`src/rtl/cmp_issuer.sv`:
```
// Compare-request issuer: accepts one request, drives it to an external combinational
// compare unit for one cycle, then holds the captured result until downstream takes it.
module cmp_issuer #(
    parameter int unsigned CNT_W = 8
) (
    input  logic             Clk,
    input  logic             Rst,
    input  logic             in_valid,
    output logic             in_ready,
    input  logic [4:0]       in_opcode,
    input  logic [2:0]       in_a,
    input  logic [2:0]       in_b,
    output logic [4:0]       cmp_opcode,
    output logic [2:0]       cmp_r1,
    output logic [2:0]       cmp_r2,
    input  logic [2:0]       cmp_rd,
    output logic             out_valid,
    input  logic             out_ready,
    output logic [2:0]       out_result,
    output logic             out_illegal,
    output logic [CNT_W-1:0] issued_cnt,
    output logic [CNT_W-1:0] illegal_cnt
);

    localparam logic [1:0] IDLE  = 2'd0;
    localparam logic [1:0] ISSUE = 2'd1;
    localparam logic [1:0] RESP  = 2'd2;

    logic [1:0]       r_state;
    logic [4:0]       r_opcode;
    logic [2:0]       r_a;
    logic [2:0]       r_b;
    logic [2:0]       r_result;
    logic             r_illegal;
    logic [CNT_W-1:0] r_issued_cnt;
    logic [CNT_W-1:0] r_illegal_cnt;
    logic             w_legal;
    logic             w_issue;

    // Legal opcodes are the contiguous range LT (01011) .. NE (10000).
    assign w_legal = (in_opcode >= 5'b01011) && (in_opcode <= 5'b10000);
    assign w_issue = (r_state == ISSUE);

    assign in_ready    = (r_state == IDLE);
    assign out_valid   = (r_state == RESP);
    assign out_result  = r_result;
    assign out_illegal = r_illegal;
    assign issued_cnt  = r_issued_cnt;
    assign illegal_cnt = r_illegal_cnt;

    assign cmp_opcode = w_issue ? r_opcode : 5'd0;
    assign cmp_r1     = w_issue ? r_a      : 3'd0;
    assign cmp_r2     = w_issue ? r_b      : 3'd0;

    always_ff @(posedge Clk) begin
        if (Rst) begin
            r_state       <= IDLE;
            r_opcode      <= 5'd0;
            r_a           <= 3'd0;
            r_b           <= 3'd0;
            r_result      <= 3'd0;
            r_illegal     <= 1'b0;
            r_issued_cnt  <= '0;
            r_illegal_cnt <= '0;
        end else begin
            case (r_state)
                IDLE: begin
                    if (in_valid) begin
                        r_opcode <= in_opcode;
                        r_a      <= in_a;
                        r_b      <= in_b;
                        if (w_legal) begin
                            r_state <= ISSUE;
                        end else begin
                            r_result      <= 3'd0;
                            r_illegal     <= 1'b1;
                            r_illegal_cnt <= r_illegal_cnt + CNT_W'(1);
                            r_state       <= RESP;
                        end
                    end
                end
                ISSUE: begin
                    r_result     <= cmp_rd;
                    r_illegal    <= 1'b0;
                    r_issued_cnt <= r_issued_cnt + CNT_W'(1);
                    r_state      <= RESP;
                end
                RESP: begin
                    if (out_ready) begin
                        r_state <= IDLE;
                    end
                end
                default: r_state <= IDLE;
            endcase
        end
    end

endmodule

```
`config.mk`:
```
export PLATFORM = sky130hd
export DESIGN_NAME = cmp_issuer
export DESIGN_NICKNAME = d
export VERILOG_FILES = /design/src/rtl/cmp_issuer.sv
export SDC_FILE = /design/constraint.sdc
export NUM_CORES = 1
export LEC_CHECK = 0
export BUFFER_PORTS_ARGS = -buffer_cell sky130_fd_sc_hd__buf_2
export CAP_MARGIN = 25
export CORE_MARGIN = 2
export CORE_UTILIZATION = 39
export DETAILED_ROUTE_END_ITERATION = 16
export GPL_ROUTABILITY_DRIVEN = 0
export PLACE_DENSITY = 0.68
export SLEW_MARGIN = 20
export SYNTH_ARGS = -nofsm -noshare
export SYNTH_HDL_FRONTEND = slang
export SYNTH_SLANG_ARGS = --single-unit
export TNS_END_PERCENT = 50
```
`constraint.sdc`:
```
create_clock -name Clk -period 2.8 [get_ports Clk]
set_input_delay 0.28 -clock Clk [delete_from_list [all_inputs] [get_ports Clk]]
set_output_delay 0.28 -clock Clk [all_outputs]
set_load 0.03 [all_outputs]
```
### After elaboration in Yosys (flattened, before gate mapping)

Cells that the tools add are included.

* add/subtract/negate cells: 2
* $lt $le $gt $ge: 2
* equality and inequality tests: 5
* multiplexer cells: 13
* bitwise operators: 1
* reductions and logical operators: 7

Operator list (count)
* 8-bit by 1-bit adder with 8-bit output (second input constant): 2
* 3-bit two-way mux: 4
* 2-bit two-way mux: 3
* 2-bit one-hot mux with 3 select lines: 1
* 3-bit one-hot mux with 2 select lines: 1
* 3-bit AND reduction: 2
* 5-bit by 4-bit >= comparator with 1-bit output (second input constant): 1
* 5-bit <= comparator (second input constant): 1
* 5-bit two-way mux: 1
* 2-bit inequality test (second input constant): 2
* 2-bit AND reduction: 2
* 2-bit by 1-bit equality test with 1-bit output (second input constant): 1
* 2-bit equality test (second input constant): 1
* 2-bit logical NOT: 1
* 1-bit two-way mux: 2
* 2-bit by 1-bit inequality test with 1-bit output (second input constant): 1
* 1-bit one-hot mux with 2 select lines: 1
* 2-bit nonzero test: 1
* 1-bit logical AND: 1
* 1-bit inverter: 1

* bits in registers: 33
* input port bits: 18
* output and inout port bits: 33

### Logic depth before layout (Yosys ltp)

Gate-level depths: netlist (run 1).

* depth in word-level cells: 5
* mapped depth: 5

### Worst setup path after synthesis (run 1)

OpenSTA, ideal clock, no wires.

* path type: register to register
* start: register r_state[0]
* end: register r_illegal_cnt[6], in the netlist illegal_cnt[6]
* arrival: 1.659 ns
* slack: 1.070 ns
* cell stages (with the launch flop): 6
* clock period less this slack: 1.730 ns
* path through: dfxtp_1 > or3b_4 > a221o_1 > buf_4 > or3_1 > a21oi_1

* word-level cells in the longest chain between the ends: 2

RTL lines
* start: declaration: line 29 `logic [1:0] r_state;`
* start signal: assignment: line 57 `r_state <= IDLE;`
* start signal: assignment: line 73 `r_state <= ISSUE;`
* start signal: assignment: line 78 `r_state <= RESP;`
* 2-bit logical NOT: line 66 `case (r_state)`
* 3-bit AND reduction (no source line)
* end signal: assignment: line 77 `r_illegal_cnt <= r_illegal_cnt + CNT_W'(1);`
* end: declaration: line 36 `logic [CNT_W-1:0] r_illegal_cnt;`

Every way passes these cells.
A chain may end at the register's enable or synchronous reset.

### Worst setup path after layout (run 1)

* start: register r_state[0]
* end: register r_illegal_cnt[5], in the netlist illegal_cnt[5]

Same word-level chain as after synthesis.

==> impl_metrics.env, run 1 <==
export IMPL_outcome="completed"
export IMPL_routed_via_count=1343
export IMPL_synth_top_cell_by_area="dfxtp_1"
export IMPL_syn_avg_cell_area_um2=8.16
export IMPL_crit_chain="or3b_4 -> a221o_1 -> or4_1 -> a21oi_1"
export IMPL_slowest_stage="or4_1"
export IMPL_final_nets=244
export IMPL_syn_num_nets=195
export IMPL_slowest_delay_ps=550
export IMPL_drive_gt1_frac=0.267
export IMPL_boundaryPins=51
export IMPL_root_buffer="clkbuf_4"
export IMPL_yosysUniqueCellTypes=31
export IMPL_finalSetupViolations=0
export IMPL_leakage_nw=0.807
export IMPL_synth_area_um2=1430
export IMPL_fp_dieH_um=64.5
export IMPL_numCtsBuffers=5
export IMPL_ant_nets=0
export IMPL_final_cell_mix="buf_2, dfxtp_1, nand2_1"
export IMPL_vias_per_cell=4.96
export IMPL_antenna_found_initial=0
export IMPL_final_hold_viol_count=0
export IMPL_drv_slew=0
export IMPL_skew_ps=14.1
export IMPL_powerDensity_nw_per_um2=543
export IMPL_clock_sinks=33
export IMPL_overflow=0
export IMPL_crit_type="flip-flop to flip-flop"
export IMPL_ctsResizeCount=0
export IMPL_fill_cells=363
export IMPL_die_x_um=64.5
export IMPL_yosys_top_cells_area="dfxtp_1, nand2_1, a21oi_1"
export IMPL_rsz0062_at_grt="no"
export IMPL_irDropWorstVdd_mv=0.291
export IMPL_area_growth_pct=25.7
export IMPL_yosysWarningCount=0
export IMPL_clk_latency_ps=330
export IMPL_placed_cell_area_um2=1710
export IMPL_grt_max_degree=34
export IMPL_final_area_um2=1790
export IMPL_ys_seq_area_frac=0.463
export IMPL_fin_crit_ps=2100
export IMPL_worstMarginPinSlew_ps=709
export IMPL_rows=21
export IMPL_cts_hold_buf=0
export IMPL_maxCapViolations=0
export IMPL_tritoncts="yes"
export IMPL_hp_class="primary input to flip-flop"
export IMPL_relSlewSlack=0.526
export IMPL_grt_pass1_vias=1154
export IMPL_crit_buf_inv=0
export IMPL_fin_cells=271
export IMPL_yosys_register_bits=33
export IMPL_grt_pass1_wl_mm=5.02
export IMPL_max_clock_freq_mhz=477
export IMPL_critPathLaunchType="flip-flop"
export IMPL_synthCells=175
export IMPL_end_kind="flip-flop"
export IMPL_path_max_fanout=14
export IMPL_clk_path_buf_depth=2
export IMPL_htreeDepth=2
export IMPL_wirelength_mm=3.02
export IMPL_core_um2=3420
export IMPL_placedCellCount=263
export IMPL_drt_wirelength_per_cell_um=11.1
export IMPL_tns_ps=0
export IMPL_dieArea_um2=4160
export IMPL_drt_pass1_iterations=4
export IMPL_route_detailed_drc=0
export IMPL_cp_arrival_ps=2350
export IMPL_cp_top_family="simple AND/OR/NAND/NOR gates"
export IMPL_post_cts_buffers=0
export IMPL_io_buffers=50
export IMPL_grt_use_total=0.155
export IMPL_final_common_cell="buf_2"
export IMPL_synth_top_area_frac=0.463
export IMPL_first_iter_violations=62
export IMPL_hpwl_mm=2.14
export IMPL_clk_pin_slew_ps=100
export IMPL_start_util=0.418
export IMPL_crit_required_ps=3060
export IMPL_fin_crit_sh=0.749
export IMPL_n_antenna_cell=0
-- worst register-to-register path, stage by stage (launching register included) --
cell     delay (ps)
dfxtp_1         360
or3b_4          490
a221o_1         460
or4_1           550
a21oi_1         160
-- flip-flops by register name (all words and copies together), names as in the netlist --
name,flops
illegal_cnt,8
issued_cnt,8
r_opcode,5
out_result,3
r_a,3
r_b,3
r_state,2
out_illegal,1
-- cell type report --
class / instances / area, µm² / area share
clock buffers: 7 / 55.1 / 0.0307
clock inverters: 1 / 30.0 / 0.0167
inverters: 2 / 7.51 / 0.00418
multi-input cells: 130 / 718 / 0.400
flip-flops and latches: 33 / 661 / 0.368
well taps: 46 / 57.6 / 0.0321
repair buffers: 52 / 265 / 0.148
-- metal layers --
metal  global-route usage  up-vias  wire [µm]  share of wire
met5                    0        -          0              0
met4               0.0585        0         31          0.010
met1                0.186      605       1460           0.48
li1                     -      696          -              -
met3               0.0608        4        200          0.066
met2                0.250       38       1320           0.44
-- final timing paths --
path / slack (ps) / end / startpoint / cells after the start
hold / removal: 180 / out_result[2] / cmp_rd[2] / 3
setup reg to reg: 700 / illegal_cnt[5] / r_state[0] / 4
hold reg to reg: 460 / r_a[1] / r_a[1] / 2
setup / recovery: 700 / illegal_cnt[5] / r_state[0] / 4
-- where the power goes --
part / switching (mW) / total, mW / internal (mW) / leakage (nW)
Clock: 0.154 / 0.368 / 0.213 / 0.0455
Sequential: 0.0124 / 0.499 / 0.487 / 0.268
Combinational: 0.0681 / 0.108 / 0.0394 / 0.493
-- cells by family (layout without fill, tap and decap cells) --
kind of cell / count (synthesis) / in the layout / synth area share
and+or+nand+nor: 86 / 86 / 0.294
AOI/OAI and AO/OA: 34 / 34 / 0.142
DFF: 33 / 33 / 0.463
buffers and inverters: 12 / 62 / 0.0342
xor gates and xnor gates: 7 / 7 / 0.0429
adders and majority gates: 2 / 2 / 0.0175
muxes: 1 / 1 / 0.00701
-- synthesized netlist by cell type --
cell type   n
a211oi_1    1
a21o_1      1
a21oi_1    19
a221o_1     1
a221oi_1    1
a22oi_1     1
a2bb2oi_1   3
and2_1     11
and3_1      1
and4_1      1
buf_4       1
clkbuf_1    9
dfxtp_1    33
ha_1        2
inv_1       2
mux2i_1     1
nand2_1    32
nand2b_1    2
nand3_1     4
nand4_1     3
nor2_1     15
nor2b_1     4
nor3_1      5
o21ai_0     4
o21ai_1     1
o31ai_1     2
or3_1       5
or3b_4      1
or4_1       2
xnor2_1     3
xor2_1      4
-- stage by stage --
step	setup slack [ps]	utilization	hold slack, ps	power (mW)
2_1_floorplan	1070	-	416	0.585
3_3_place_gp	773	0.500	439	0.617
3_5_place_dp	724	0.500	442	0.618
4_1_cts	706	0.525	166	0.987
5_1_grt	589	0.525	169	1.03
6_report	703	0.525	178	0.974
Power figures use the tool's default switching activity.
==> run 2, diff against run 1 <==
Settings changed: PLACE_DENSITY 0.68 to 0.71.
Clock period 2.8 ns to 1.7 ns, I/O delays scaled along.
==> run 2 against run 1 <==
  * The run now ends with negative setup slack left
  * Critical endpoint is now illegal_cnt[2]
  * Die area stayed put
  * First-iteration DRC count is 6.5% lower
  * Clock skew is 8.9 ps lower
  * Maximum frequency is 20% higher
  * Via count is 3.7% higher
  * Sequential share of layout area is 2.4 points lower
  * Global-route usage is 0.64 points higher
  * Total power is 69% higher
  * Clock-buffer cell count stayed put
  * Highest routed layer is now met3
  * Cell area is 7.5% higher
  * Flip-flop and latch count stayed put
  * Non-clock buffer count is 11 higher
  * Largest power group unchanged
==> impl_metrics.env, run 2 (synthesis results as in run 1) <==
export IMPL_first_iter_violations=58
export IMPL_reg2reg_setup_slack_ps=-40
export IMPL_clk_path_buf_depth=2
export IMPL_cp_arrival_ps=2000
export IMPL_crit_required_ps=1960
export IMPL_critPathLaunchType="flip-flop"
export IMPL_start_util=0.418
export IMPL_outcome="finished with violations"
export IMPL_crit_type="flip-flop to flip-flop"
export IMPL_leakage_nw=0.866
export IMPL_maxCapViolations=0
export IMPL_rsz0062_at_grt="yes"
export IMPL_clk_pin_slew_ps=100
export IMPL_fill_cells=349
export IMPL_rr_endpoint="illegal_cnt[2]"
export IMPL_clock_sinks=33
export IMPL_skew_ps=5.29
export IMPL_max_clock_freq_mhz=574
export IMPL_layout_setup_ws_ps=-41.3
export IMPL_io_buffers=50
export IMPL_path_max_fanout=7
export IMPL_drv_slew=0
export IMPL_crit_chain="or3b_4 -> a221o_1 -> buf_6 -> or3_1 -> a21oi_2"
export IMPL_grt_max_degree=34
export IMPL_irDropWorstVdd_mv=0.477
export IMPL_worstMarginPinSlew_ps=638
export IMPL_worstReg2RegStart="r_state[0]"
export IMPL_final_cell_mix="buf_2, nand2_1, dfxtp_1"
export IMPL_antenna_found_initial=0
export IMPL_final_nets=255
export IMPL_grt_use_total=0.161
export IMPL_final_common_cell="buf_2"
export IMPL_root_buffer="clkbuf_4"
export IMPL_final_hold_viol_count=0
export IMPL_grt_pass1_wl_mm=5.18
export IMPL_drt_wirelength_per_cell_um=11.4
export IMPL_fin_crit_ps=1740
export IMPL_relSlewSlack=0.575
export IMPL_slowest_delay_ps=390
export IMPL_routed_via_count=1393
export IMPL_powerDensity_nw_per_um2=854
export IMPL_fin_cells=282
export IMPL_fp_dieH_um=64.5
export IMPL_n_antenna_cell=0
export IMPL_drt_pass1_iterations=4
export IMPL_die_x_um=64.5
export IMPL_reg2reg_depth=5
export IMPL_dieArea_um2=4160
export IMPL_hp_class="primary input to flip-flop"
export IMPL_ant_nets=0
export IMPL_rows=21
export IMPL_core_um2=3420
export IMPL_vias_per_cell=4.94
export IMPL_cts_hold_buf=0
export IMPL_area_growth_pct=35.1
export IMPL_finalSetupViolations=5
export IMPL_numCtsBuffers=5
export IMPL_wirelength_mm=3.22
export IMPL_drive_gt1_frac=0.335
export IMPL_hpwl_mm=2.19
export IMPL_overflow=0
export IMPL_tritoncts="yes"
export IMPL_violations="negative setup slack"
export IMPL_power_mw=1.65
export IMPL_hold_end="r_b[1]"
export IMPL_htreeDepth=2
export IMPL_utilization=0.564
export IMPL_boundaryPins=51
export IMPL_slowest_stage="or3b_4"
export IMPL_end_kind="flip-flop"
export IMPL_fin_crit_sh=1.02
export IMPL_hold_depth=3
export IMPL_route_detailed_drc=0
export IMPL_placedCellCount=271
export IMPL_fin_hold_ws_ps=69.8
export IMPL_hold_path_startpoint="in_b[1]"
export IMPL_grt_pass1_vias=1220
export IMPL_clk_latency_ps=330
[run 2: how the worst max path moves through the flow]
stage / endpoint / slack [ps] / depth (start not counted) / startpoint
final: illegal_cnt[2] / -40 / 5 / r_state[0]
after global placement: illegal_cnt[3] / -20 / 5 / r_state[1]
after CTS: illegal_cnt[5] / -40 / 4 / r_state[0]
after floorplan: illegal_cnt[5] / -10 / 4 / r_state[1]
after global routing: illegal_cnt[3] / -110 / 5 / r_state[0]
after detailed placement: illegal_cnt[3] / -50 / 5 / r_state[1]
[run 2: routing by layer]
metal | wire (µm) | track usage
met3 | 240 | 0.0747
met2 | 1570 | 0.263
met5 | 0 | 0
met4 | 0 | 0.0559
met1 | 1410 | 0.187
[run 2: cell type report]
type                            count  area (µm²)  area share
Inverter                            2        7.51     0.00389
Sequential cell                    33         663       0.344
Multi-Input combinational cell    130         746       0.387
Tap cell                           46        57.6      0.0299
Clock inverter                      1        30.0      0.0156
Clock buffer                        7        55.1      0.0286
Timing Repair Buffer               63         369       0.191
[run 2: where the power goes]
part	leakage [nW]	switching (mW)	internal, mW
registers	0.269	0.0179	0.802
logic	0.551	0.122	0.0896
clock network	0.0455	0.264	0.351
[run 2: what timing repair did]
action                                  CTS  global route
setup buffers                             0             2
gates resized for setup                   5            13
cloned                                    0             1
pin swaps                                 9             1
endpoints found under the setup margin   12            19
[run 2: per-stage QoR]
step,setup slack [ps],TNS (ps),instance area (µm²)
3_5_place_dp,-51.1,-161,1770
2_1_floorplan,-12.3,-14.1,1430
6_report,-41.3,-125,1930
5_1_grt,-110,-699,1930
3_3_place_gp,-24.2,-69.2,1770
4_1_cts,-35.7,-99.4,1870
[run 2: worst max-delay path: cells and delay by family (launching register included)]
kind | cells | cell delay (ps)
flip-flops | 1 | 330
AND/OR/NAND/NOR | 2 | 710
buffers and inverters | 1 | 160
AO/OA/AOI/OAI | 2 | 480
